--- config.mk ---
export PLATFORM = sky130hd
export DESIGN_NAME = display_sequencer
export DESIGN_NICKNAME = d
export VERILOG_FILES = /design/src/rtl/display_seq_pkg.sv /design/src/rtl/tick_divider.sv /design/src/rtl/display_sequencer.sv
export SDC_FILE = /design/constraint.sdc
export NUM_CORES = 1
export LEC_CHECK = 0
export ABC_AREA = 1
export BUFFER_PORTS_ARGS = -buffer_cell sky130_fd_sc_hd__buf_2
export CORE_MARGIN = 1.5
export CORE_UTILIZATION = 40
export CTS_CLUSTER_SIZE = 14
export DETAILED_ROUTE_END_ITERATION = 8
export PLACE_DENSITY = 0.55
export SKIP_LAST_GASP = 1
export SLEW_MARGIN = 20
export SYNTH_ARGS = -nofsm -noshare
export SYNTH_HDL_FRONTEND = slang
export SYNTH_SLANG_ARGS = --single-unit
--- constraint.sdc ---
create_clock -name clk -period 3.74 [get_ports clk]
set_input_delay 1.122 -clock clk [delete_from_list [all_inputs] [get_ports clk]]
set_output_delay 1.122 -clock clk [all_outputs]
set_load 0.05 [all_outputs]
--- src/rtl/display_seq_pkg.sv ---
// display_seq_pkg
// Shared types and constants for the display sequencer slice.
//   state_t      : sequencer FSM states
//   NUM_W        : width of one 2's-complement table value
//   DEF_TICK_DIV : default clk cycles per sequence step
//   DEF_DEPTH    : default number of table entries
package display_seq_pkg;

    typedef enum logic [1:0] {
        ST_IDLE = 2'd0,
        ST_RUN  = 2'd1,
        ST_HOLD = 2'd2
    } state_t;

    localparam int NUM_W        = 4;
    localparam int DEF_TICK_DIV = 50_000_000;
    localparam int DEF_DEPTH    = 8;

endpackage

--- src/rtl/tick_divider.sv ---
// tick_divider
// Step-rate counter. It counts enabled cycles and raises tc on the cycle the
// count sits at TICK_DIV-1 while enabled; the count returns to 0 on that edge.
// When not enabled the count is frozen.
// Ports:
//   clk   in  system clock
//   reset in  asynchronous, active-high reset
//   en    in  count enable
//   clr   in  synchronous clear (wins over en)
//   tc    out terminal count, combinational, qualified by en
import display_seq_pkg::*;

module tick_divider #(
    parameter int TICK_DIV = DEF_TICK_DIV
) (
    input  logic clk,
    input  logic reset,
    input  logic en,
    input  logic clr,
    output logic tc
);

    localparam int CNT_W = $clog2(TICK_DIV);
    localparam logic [CNT_W-1:0] CNT_LAST = CNT_W'(TICK_DIV - 1);

    logic [CNT_W-1:0] cnt_q;

    assign tc = en && (cnt_q == CNT_LAST);

    // NOTE: sequential state uses non-blocking assignments so every register
    // samples the pre-edge values of the others, independent of block order.
    always_ff @(posedge clk or posedge reset) begin
        if (reset) begin
            cnt_q <= '0;
        end else if (clr || tc) begin
            cnt_q <= '0;
        end else if (en) begin
            cnt_q <= cnt_q + CNT_W'(1);
        end
    end

endmodule

--- src/rtl/display_sequencer.sv ---
// display_sequencer
// Steps through a small programmable table of 4-bit 2's-complement values at
// one entry per TICK_DIV clocks and presents the current entry on number, which
// feeds the 7-segment decoder. Start / hold / stop control; the sequence wraps
// at a last index latched when starting from IDLE.
// Optional build macro: SEQ_REVERSE_EN adds the dir input (1 = descending).
// Ports:
//   clk        in  system clock
//   reset      in  asynchronous, active-high reset
//   wr_en      in  table write strobe
//   wr_addr    in  table write index
//   wr_data    in  value to store
//   start      in  IDLE: start at first entry; HOLD: resume
//   stop       in  RUN: hold; HOLD: back to IDLE (wins over start)
//   seq_last   in  last sequence index, latched on start from IDLE
//   dir        in  (SEQ_REVERSE_EN only) 1 = descending, sampled at each step
//   number     out current table value, registered
//   step_idx   out current table index
//   running    out high in RUN
//   step_pulse out one-cycle pulse when a step updates number
//   wrap_pulse out one-cycle pulse with step_pulse when the index wraps
import display_seq_pkg::*;

module display_sequencer #(
    parameter int TICK_DIV = DEF_TICK_DIV,
    parameter int DEPTH    = DEF_DEPTH,
    parameter int IDX_W    = $clog2(DEPTH)
) (
    input  logic             clk,
    input  logic             reset,
    input  logic             wr_en,
    input  logic [IDX_W-1:0] wr_addr,
    input  logic [NUM_W-1:0] wr_data,
    input  logic             start,
    input  logic             stop,
    input  logic [IDX_W-1:0] seq_last,
`ifdef SEQ_REVERSE_EN
    input  logic             dir,
`endif
    output logic [NUM_W-1:0] number,
    output logic [IDX_W-1:0] step_idx,
    output logic             running,
    output logic             step_pulse,
    output logic             wrap_pulse
);

    state_t           state_q, state_nxt;
    logic [IDX_W-1:0] idx_nxt;
    logic [IDX_W-1:0] last_q, last_nxt;
    logic [NUM_W-1:0] num_nxt;
    logic [NUM_W-1:0] tbl_q [DEPTH];
    logic             cnt_en, cnt_clr, tc;
    logic             wrap_step;
    logic             descend;

`ifdef SEQ_REVERSE_EN
    assign descend = dir;
`else
    assign descend = 1'b0;
`endif

    // Counter control depends only on registered state and inputs, so the
    // divider's tc never loops back into its own enable.
    assign cnt_en  = (state_q == ST_RUN) && !stop;
    assign cnt_clr = (state_q == ST_IDLE) || ((state_q == ST_HOLD) && stop);

    tick_divider #(
        .TICK_DIV(TICK_DIV)
    ) u_tick (
        .clk  (clk),
        .reset(reset),
        .en   (cnt_en),
        .clr  (cnt_clr),
        .tc   (tc)
    );

    // NOTE: every output of this block gets a default before the case, so no
    // path leaves a signal unassigned and no latch is inferred.
    always_comb begin
        state_nxt = state_q;
        idx_nxt   = step_idx;
        last_nxt  = last_q;
        wrap_step = 1'b0;
        unique case (state_q)
            ST_IDLE: begin
                idx_nxt = '0;
                if (start && !stop) begin
                    state_nxt = ST_RUN;
                    last_nxt  = seq_last;
                    idx_nxt   = descend ? seq_last : '0;
                end
            end
            ST_RUN: begin
                if (stop) begin
                    state_nxt = ST_HOLD;
                end else if (tc) begin
                    if (descend) begin
                        if (step_idx == '0) begin
                            idx_nxt   = last_q;
                            wrap_step = 1'b1;
                        end else begin
                            idx_nxt = step_idx - IDX_W'(1);
                        end
                    end else begin
                        if (step_idx == last_q) begin
                            idx_nxt   = '0;
                            wrap_step = 1'b1;
                        end else begin
                            idx_nxt = step_idx + IDX_W'(1);
                        end
                    end
                end
            end
            ST_HOLD: begin
                if (stop) begin
                    state_nxt = ST_IDLE;
                    idx_nxt   = '0;
                end else if (start) begin
                    state_nxt = ST_RUN;
                end
            end
            default: begin
                state_nxt = ST_IDLE;
                idx_nxt   = '0;
            end
        endcase
    end

    // A write landing on the entry about to be shown bypasses the table, so
    // number always matches table[step_idx] one cycle later.
    always_comb begin
        num_nxt = tbl_q[idx_nxt];
        if (wr_en && (wr_addr == idx_nxt)) begin
            num_nxt = wr_data;
        end
    end

    always_ff @(posedge clk or posedge reset) begin
        if (reset) begin
            state_q    <= ST_IDLE;
            step_idx   <= '0;
            last_q     <= '0;
            number     <= '0;
            step_pulse <= 1'b0;
            wrap_pulse <= 1'b0;
        end else begin
            state_q    <= state_nxt;
            step_idx   <= idx_nxt;
            last_q     <= last_nxt;
            number     <= num_nxt;
            step_pulse <= tc;
            wrap_pulse <= wrap_step;
        end
    end

    // NOTE: the table is small and must read as all-zero after reset, so it is
    // built from resettable flops rather than an inferred RAM.
    always_ff @(posedge clk or posedge reset) begin
        if (reset) begin
            for (int i = 0; i < DEPTH; i++) begin
                tbl_q[i] <= '0;
            end
        end else if (wr_en) begin
            tbl_q[wr_addr] <= wr_data;
        end
    end

    assign running = (state_q == ST_RUN);

endmodule

==> run summary, run 1 <==
=================================================================================================
DRC viols                                                                                       0
Share of final-layout standard cells stronger than drive strength 1                         13.1%
Die boundary height                                                                        106 um
Number of input and output port buffers inserted                                               24
Post-CTS resize count                                                                           0
Count of filler cells inserted in the layout                                                 1087
CP cell instances                                                                    buf_2 -> inv_1 -> nand2_4 -> nor2_4 -> inv_2 -> nor2_2 -> nand2_2 -> nand3_4 -> inv_2 -> nand2_4 -> nand3_4 -> nor2_8 -> nand2_2 -> o21ai_2 -> nand2_1 -> nor2_1
CTS Buffer Depth                                                                                2
Relative slew slack                                                                         47.1%
Kind of capture point of the worst setup path                                           flip-flop
Buffer count from post-CTS setup fixing                                                         0
Critical path fanouts, max                                                                     19
Global Route met2 Usage                                                                     32.3%
Number of pins with negative max-slew slack in the final report                                 0
Result of the run                                                                    finished clean
Yosys synthesis warning count                                                                   0
Mapped Cells                                                                                  572
Dominant cell type by area after synthesis                                           sky130_fd_sc_hd__dfrtp_1
Remaining antenna violation count                                                               0
GR Layer Usage met1                                                                         30.5%
Pin count of the biggest net entering global routing                                           30
Bufs and invs on worst path                                                                     4
Yosys top cell area share                                                                   42.2%
TritonCTS clock tree                                                                          yes
Count of state elements after synthesis                                                        72
Final WL                                                                                 10900 um
Placeable core region                                                                  10300 um^2
Fin util                                                                                    45.6%
Tcrit/Tclk final                                                                            73.4%
Signed area change from the synthesized netlist to the final layout                         10.4%
Syn nets                                                                                      594
Unrepaired setup endpoints after global routing                                             false
Cell leakage power                                                                        2.29 nW
Critical path arrival                                                                     3.02 ns
Initial DRT Pass Iterations                                                                     5
Floorplan die area                                                                     11300 um^2
Cell area after placement                                                               4520 um^2
Worst vdd rail ir drop                                                                   0.277 mV
Data required time of the worst path                                                      4.02 ns
Slowest Stage Delay on Critical Path                                                      0.21 ns
Hold buffers post-CTS                                                                           0
Met3 Usage GRT                                                                              3.07%
Overflow left after global routing                                                              0
Type of the worst setup path                                                               in2reg
Dominant synthesized flop cell                                                       sky130_fd_sc_hd__dfrtp_1
Most used routing layer                                                                      met2
Fin Setup TNS                                                                                0 ns
Clock net sink count                                                                           72
Vias per Instance                                                                            5.15
Min cycle time layout                                                                     2.75 ns
Initial antenna violation count                                                                 0
Number of distinct library cell variants in the gate-level netlist after synthesis             42
Total number of vias                                                                         3808
Chip Width                                                                                 106 um
Effective utilization at floorplan                                                          41.3%
Clock edge transition at the registers on the reported setup and hold paths               0.08 ns
Biggest area contributors in the synthesized netlist                                 sky130_fd_sc_hd__dfrtp_1 42%, sky130_fd_sc_hd__nand2_1 14%, sky130_fd_sc_hd__inv_1 6.4%, sky130_fd_sc_hd__o21ai_0 5.0%, sky130_fd_sc_hd__nand3_1 4.6%
Net count of the finished layout                                                              622
Cell at the slowest stage of the critical path                                       sky130_fd_sc_hd__nand3_4
Ports                                                                                          25
Global-route wire length before repair                                                   18800 um
Number of failing setup endpoints in the final timing report                                    0
Category of cells accounting for the largest share of critical-path delay            simple AND/OR/NAND/NOR gates
Finished layout cell area                                                               4710 um^2
Global-route usage over all layers                                                          21.2%
Clock Root Buffer                                                                    sky130_fd_sc_hd__clkbuf_8
Post-Place Cells                                                                              725
Share of flip-flops with an asynchronous set or reset after synthesis                        100%
Startpoint type of the worst setup path                                              primary input
Maximum achievable frequency                                                              364 MHz
Fin Clk Skew                                                                            0.0170 ns
Gp weighted congestion                                                                      0.884
Row count                                                                                      37
Latest clock arrival within the worst-skew pair                                           0.35 ns
Clock H-tree levels                                                                             3
Worst-Margin Slew                                                                        0.787 ns
Seq/Total Area, Yosys                                                                       42.2%
Number of violations of the max-capacitance limit                                               0
Count of non-filler cells in the finished layout                                              740
Number of synthesized flops with an enable pin                                                  0
Number of clock buffers inserted by TritonCTS                                                   9
P per Cell Area                                                                       481 nW/um^2
Wire per inst                                                                             14.7 um
Netlist area before placement                                                           4270 um^2
Count of final hold-check violations                                                            0
Total half-perimeter wirelength after legalization and detailed placement                 8240 um
DRC marker count from the first detailed-route iteration                                      268
Via count of the first global-routing pass                                                   3732
Class of the tightest hold or removal check                                               reg2reg
Diodes inserted                                                                                 0
Post-synthesis average cell area                                                        7.46 um^2
=================================================================================================
state kept, by name (all words and copies together), names as in the netlist:
name,cells
tbl_q,32
last_q,3
u_tick.cnt_q,26
wrap_pulse,1
step_idx,3
step_pulse,1
number,4
state_q,2
worst paths after layout:
check / from / to / slack (ns) / depth (start not counted)
setup / recovery: stop / u_tick.cnt_q[24] / 0.99 / 16
max in group asynchronous: reset / tbl_q[19] / 2.18 / 3
min in group asynchronous: reset / u_tick.cnt_q[25] / 0.79 / 2
hold reg to reg: tbl_q[22] / tbl_q[22] / 0.49 / 2
hold / removal: tbl_q[22] / tbl_q[22] / 0.49 / 2
setup reg to reg: state_q[1] / u_tick.cnt_q[24] / 1.09 / 16
worst register-to-register path: cells and delay by family, from the launching register on:
kind | cells | cell delay [ns]
and+or+nand+nor | 11 | 1.36
DFF | 1 | 0.41
adders and majority gates | 1 | 0.36
buffers and inverters | 3 | 0.34
AOI/OAI and AO/OA | 1 | 0.11
cells in the final DEF (no fill, tap or decap), types with 2 or more instances in the layout:
| master | count |
|---|---|
| sky130_fd_sc_hd__clkinv_2 | 3 |
| sky130_fd_sc_hd__nor3_1 | 12 |
| sky130_fd_sc_hd__nand2_4 | 3 |
| sky130_fd_sc_hd__o31ai_1 | 2 |
| sky130_fd_sc_hd__nand3_4 | 4 |
| sky130_fd_sc_hd__nand4_1 | 25 |
| sky130_fd_sc_hd__ha_1 | 7 |
| sky130_fd_sc_hd__nor4_1 | 7 |
| sky130_fd_sc_hd__inv_2 | 5 |
| sky130_fd_sc_hd__xnor2_1 | 2 |
| sky130_fd_sc_hd__buf_2 | 24 |
| sky130_fd_sc_hd__xor2_1 | 9 |
| sky130_fd_sc_hd__buf_4 | 2 |
| sky130_fd_sc_hd__nor2_4 | 3 |
| sky130_fd_sc_hd__dfrtp_1 | 72 |
| sky130_fd_sc_hd__a21oi_1 | 12 |
| sky130_fd_sc_hd__a21oi_4 | 2 |
| sky130_fd_sc_hd__nand2_1 | 162 |
| sky130_fd_sc_hd__nand3_1 | 39 |
| sky130_fd_sc_hd__clkbuf_8 | 10 |
| sky130_fd_sc_hd__nand3_2 | 2 |
| sky130_fd_sc_hd__nor2_1 | 51 |
| sky130_fd_sc_hd__inv_1 | 72 |
| sky130_fd_sc_hd__nor2_2 | 4 |
| sky130_fd_sc_hd__o21ai_0 | 43 |
| sky130_fd_sc_hd__nand2_2 | 11 |
final cells by class:
type | count | area (um^2) | area share (%)
Multi-Input combinational cell | 413 | 2120 | 45.1
Sequential cell | 72 | 1800 | 38.2
Inverter | 78 | 293 | 6.22
Tap cell | 136 | 170 | 3.61
Clock buffer | 11 | 141 | 3.00
Timing Repair Buffer | 26 | 135 | 2.87
Clock inverter | 4 | 45.0 | 0.956
report_power, final:
part | internal, mW | total, mW | switching [mW]
Combinational | 0.178 | 0.696 | 0.518
Clock | 0.320 | 0.620 | 0.300
Sequential | 0.885 | 0.951 | 0.0665
cell usage after synthesis, types with 2 or more instances:
cell type and instances:
sky130_fd_sc_hd__a21oi_1 12, sky130_fd_sc_hd__a21oi_4 2, sky130_fd_sc_hd__buf_1 2, sky130_fd_sc_hd__buf_2 2, sky130_fd_sc_hd__clkbuf_1 2, sky130_fd_sc_hd__dfrtp_1 72
sky130_fd_sc_hd__ha_1 7, sky130_fd_sc_hd__inv_1 73, sky130_fd_sc_hd__inv_2 4, sky130_fd_sc_hd__nand2_1 162, sky130_fd_sc_hd__nand2_2 11, sky130_fd_sc_hd__nand2_4 3
sky130_fd_sc_hd__nand3_1 39, sky130_fd_sc_hd__nand3_2 2, sky130_fd_sc_hd__nand3_4 4, sky130_fd_sc_hd__nand4_1 25, sky130_fd_sc_hd__nor2_1 51, sky130_fd_sc_hd__nor2_2 4
sky130_fd_sc_hd__nor2_4 3, sky130_fd_sc_hd__nor3_1 12, sky130_fd_sc_hd__nor4_1 7, sky130_fd_sc_hd__o21ai_0 43, sky130_fd_sc_hd__o31ai_1 2, sky130_fd_sc_hd__xnor2_1 2
sky130_fd_sc_hd__xor2_1 9
logic make-up (layout without fill, tap and decap cells):
kind of cell | after synthesis | in the layout | synth area share [%]
flip-flops | 72 | 72 | 42.2
XOR/XNOR | 11 | 11 | 2.26
buffers and inverters | 87 | 119 | 8.00
multiplexers | 1 | 1 | 0.264
adder cells (fa/ha/maj) | 7 | 7 | 2.05
AND/OR/NAND/NOR | 329 | 329 | 36.6
AO/OA/AOI/OAI | 65 | 65 | 8.56
per-stage QoR:
step	setup WS, ns	total power [mW]	hold WS, ns
after floorplan	0.793	1.51	0.453
after global placement	0.683	1.65	0.470
after detailed placement	0.642	1.66	0.476
after CTS	0.997	2.29	0.495
after global routing	0.777	2.42	0.521
final	0.994	2.27	0.494
routing by layer:
metal	share of wire (%)	wire length (um)	vias up
li1	-	-	1899
met5	0	0	-
met3	3.7	399	17
met1	51	5520	1821
met4	1.7	187	0
met2	44	4800	71
No activity file was read; power rests on OpenSTA's default activity.
==> inputs of run 2 (changes only) <==
==> constraint.sdc (replaced) <==
create_clock -name clk -period 2.77 [get_ports clk]
set_input_delay 0.831 -clock clk [delete_from_list [all_inputs] [get_ports clk]]
set_output_delay 0.831 -clock clk [all_outputs]
set_load 0.05 [all_outputs]
==> run summary, run 2 (synthesis gave the netlist of run 1 again) <==
==========================================================================================
Signed area change from the synthesized netlist to the final layout                  12.9%
Post-CTS resize count                                                                    0
CTS Buffer Depth                                                                         2
Die boundary height                                                                 106 um
Number of failing setup endpoints in the final timing report                             0
Biggest registers after layout                                                tbl_q: 32 flops, u_tick.cnt_q: 26 flops, number: 4 flops
TritonCTS clock tree                                                                   yes
Data required time of the worst path                                               1.94 ns
Global-route usage over all layers                                                   20.8%
Placeable core region                                                           10300 um^2
Vias per Instance                                                                     5.05
DRC viols                                                                                0
Floorplan die area                                                              11300 um^2
Wire per inst                                                                      14.2 um
Tcrit/Tclk final                                                                     87.1%
Effective utilization at floorplan                                                   41.3%
Count of filler cells inserted in the layout                                          1060
Latest clock arrival within the worst-skew pair                                    0.38 ns
Net count of the finished layout                                                       632
Maximum achievable frequency                                                       415 MHz
Number of pins with negative max-slew slack in the final report                          0
Global-route wire length before repair                                            18300 um
Critical path fanouts, max                                                               5
Register bank with the most flops                                                    tbl_q
DRC marker count from the first detailed-route iteration                               349
Pin count of the biggest net entering global routing                                    34
Total half-perimeter wirelength after legalization and detailed placement          8030 um
P per Cell Area                                                                661 nW/um^2
Number of violations of the max-capacitance limit                                        0
Hold_ws                                                                           0.360 ns
Count of final hold-check violations                                                     0
Worst vdd rail ir drop                                                            0.429 mV
Relative slew slack                                                                  63.6%
Type of the worst setup path                                                       reg2out
Startpoint type of the worst setup path                                          flip-flop
Commonest cells after routing, fill and taps aside                            162 x sky130_fd_sc_hd__nand2_1, 72 x sky130_fd_sc_hd__inv_1, 72 x sky130_fd_sc_hd__dfrtp_1, 51 x sky130_fd_sc_hd__nor2_1, 43 x sky130_fd_sc_hd__o21ai_0
Fin Clk Skew                                                                     0.0163 ns
Share of final-layout standard cells stronger than drive strength 1                  14.7%
Fin Setup TNS                                                                         0 ns
Number of clock buffers inserted by TritonCTS                                            9
Via count of the first global-routing pass                                            3716
Ports                                                                                   25
Number of input and output port buffers inserted                                        24
Gp weighted congestion                                                               0.921
Cell at the slowest stage of the critical path                                sky130_fd_sc_hd__dfrtp_1
Hold buffers post-CTS                                                                    0
Diodes inserted                                                                          0
Cell leakage power                                                                 2.35 nW
Result of the run                                                             finished clean
CP cell instances                                                             inv_1 -> ha_1 -> buf_4 -> buf_2
Chip Width                                                                          106 um
Class of the tightest hold or removal check                                       in2async
Buffer count from post-CTS setup fixing                                                  0
Unrepaired setup endpoints after global routing                                      false
Total number of vias                                                                  3791
Most common library cell in the layout ignoring fill and taps                 sky130_fd_sc_hd__nand2_1
Slowest Stage Delay on Critical Path                                               0.41 ns
Clock edge transition at the registers on the reported setup and hold paths        0.07 ns
Min cycle time layout                                                              2.41 ns
Kind of capture point of the worst setup path                                 primary output
Overflow left after global routing                                                       0
Critical path arrival                                                              1.58 ns
Clock net sink count                                                                    72
Initial DRT Pass Iterations                                                              5
Row count                                                                               37
Remaining antenna violation count                                                        0
Worst-Margin Slew                                                                 0.541 ns
Initial antenna violation count                                                          0
Clock Root Buffer                                                             sky130_fd_sc_hd__clkbuf_8
Flip-flop count of the largest register after layout                                    32
Clock H-tree levels                                                                      3
Final WL                                                                          10700 um
==========================================================================================
run 2: changes by cell type in the layout (fill, tap and decap cells not counted):
cell,before,now
sky130_fd_sc_hd__buf_12,0,1
sky130_fd_sc_hd__buf_4,2,11
sky130_fd_sc_hd__clkbuf_1,1,0
sky130_fd_sc_hd__clkbuf_8,10,12
sky130_fd_sc_hd__clkinv_2,3,2
run 2: path summary, 6_finish.rpt:
kind                            startpoint         to  slack (ns)  depth (start not counted)
max                             state_q[1]    running        0.36                          4
min                                  reset  tbl_q[26]        0.36                          2
max reg2reg                u_tick.cnt_q[0]  number[3]        0.45                         15
min reg2reg                      tbl_q[25]  tbl_q[25]        0.49                          2
max in group asynchronous            reset  last_q[1]        1.91                          3
min in group clk                 tbl_q[25]  tbl_q[25]        0.49                          2
run 2: cell type report:
cell class / count / area, um^2 / share of cell area [%]
sequential: 72 / 1800 / 37.4
clock buffer: 12 / 165 / 3.43
timing repair buffer: 36 / 223 / 4.62
multi-input combinational: 413 / 2120 / 44.1
tap: 136 / 170 / 3.53
inverter: 78 / 293 / 6.08
clock inverter: 3 / 40.0 / 0.831
run 2: per-layer routing:
metal	vias up	GRT usage, %	wire, um
li1	1927	-	-
met1	1759	29.2	5300
met2	88	30.8	4630
met3	17	5.76	583
met4	0	6.85	169
met5	-	0	0
run 2: through the flow:
| stage | utilization, % | setup WS (ns) | power [mW] | instance area (um^2) | cells |
|---|---|---|---|---|---|
| after CTS | 46.7 | 0.334 | 3.21 | 4820 | 750 |
| final | 46.7 | 0.358 | 3.18 | 4820 | 750 |
| after detailed placement | 44.7 | 0.173 | 2.32 | 4610 | 735 |
| after floorplan | - | 0.114 | 2.04 | 4270 | 572 |
| after global routing | 46.7 | 0.149 | 3.39 | 4820 | 750 |
| after global placement | 44.7 | 0.218 | 2.31 | 4610 | 735 |
run 2: worst max-delay path: cells and delay by family, from the launching register on:
family	cells	cell delay [ns]
flops	1	0.41
buf+inv	3	0.56
fa+ha+maj	1	0.25
run 2: power breakdown:
part,internal (mW),switching [mW],leakage (nW)
Combinational,0.288,0.731,1.30
Sequential,1.20,0.0900,0.943
Clock,0.482,0.398,0.108
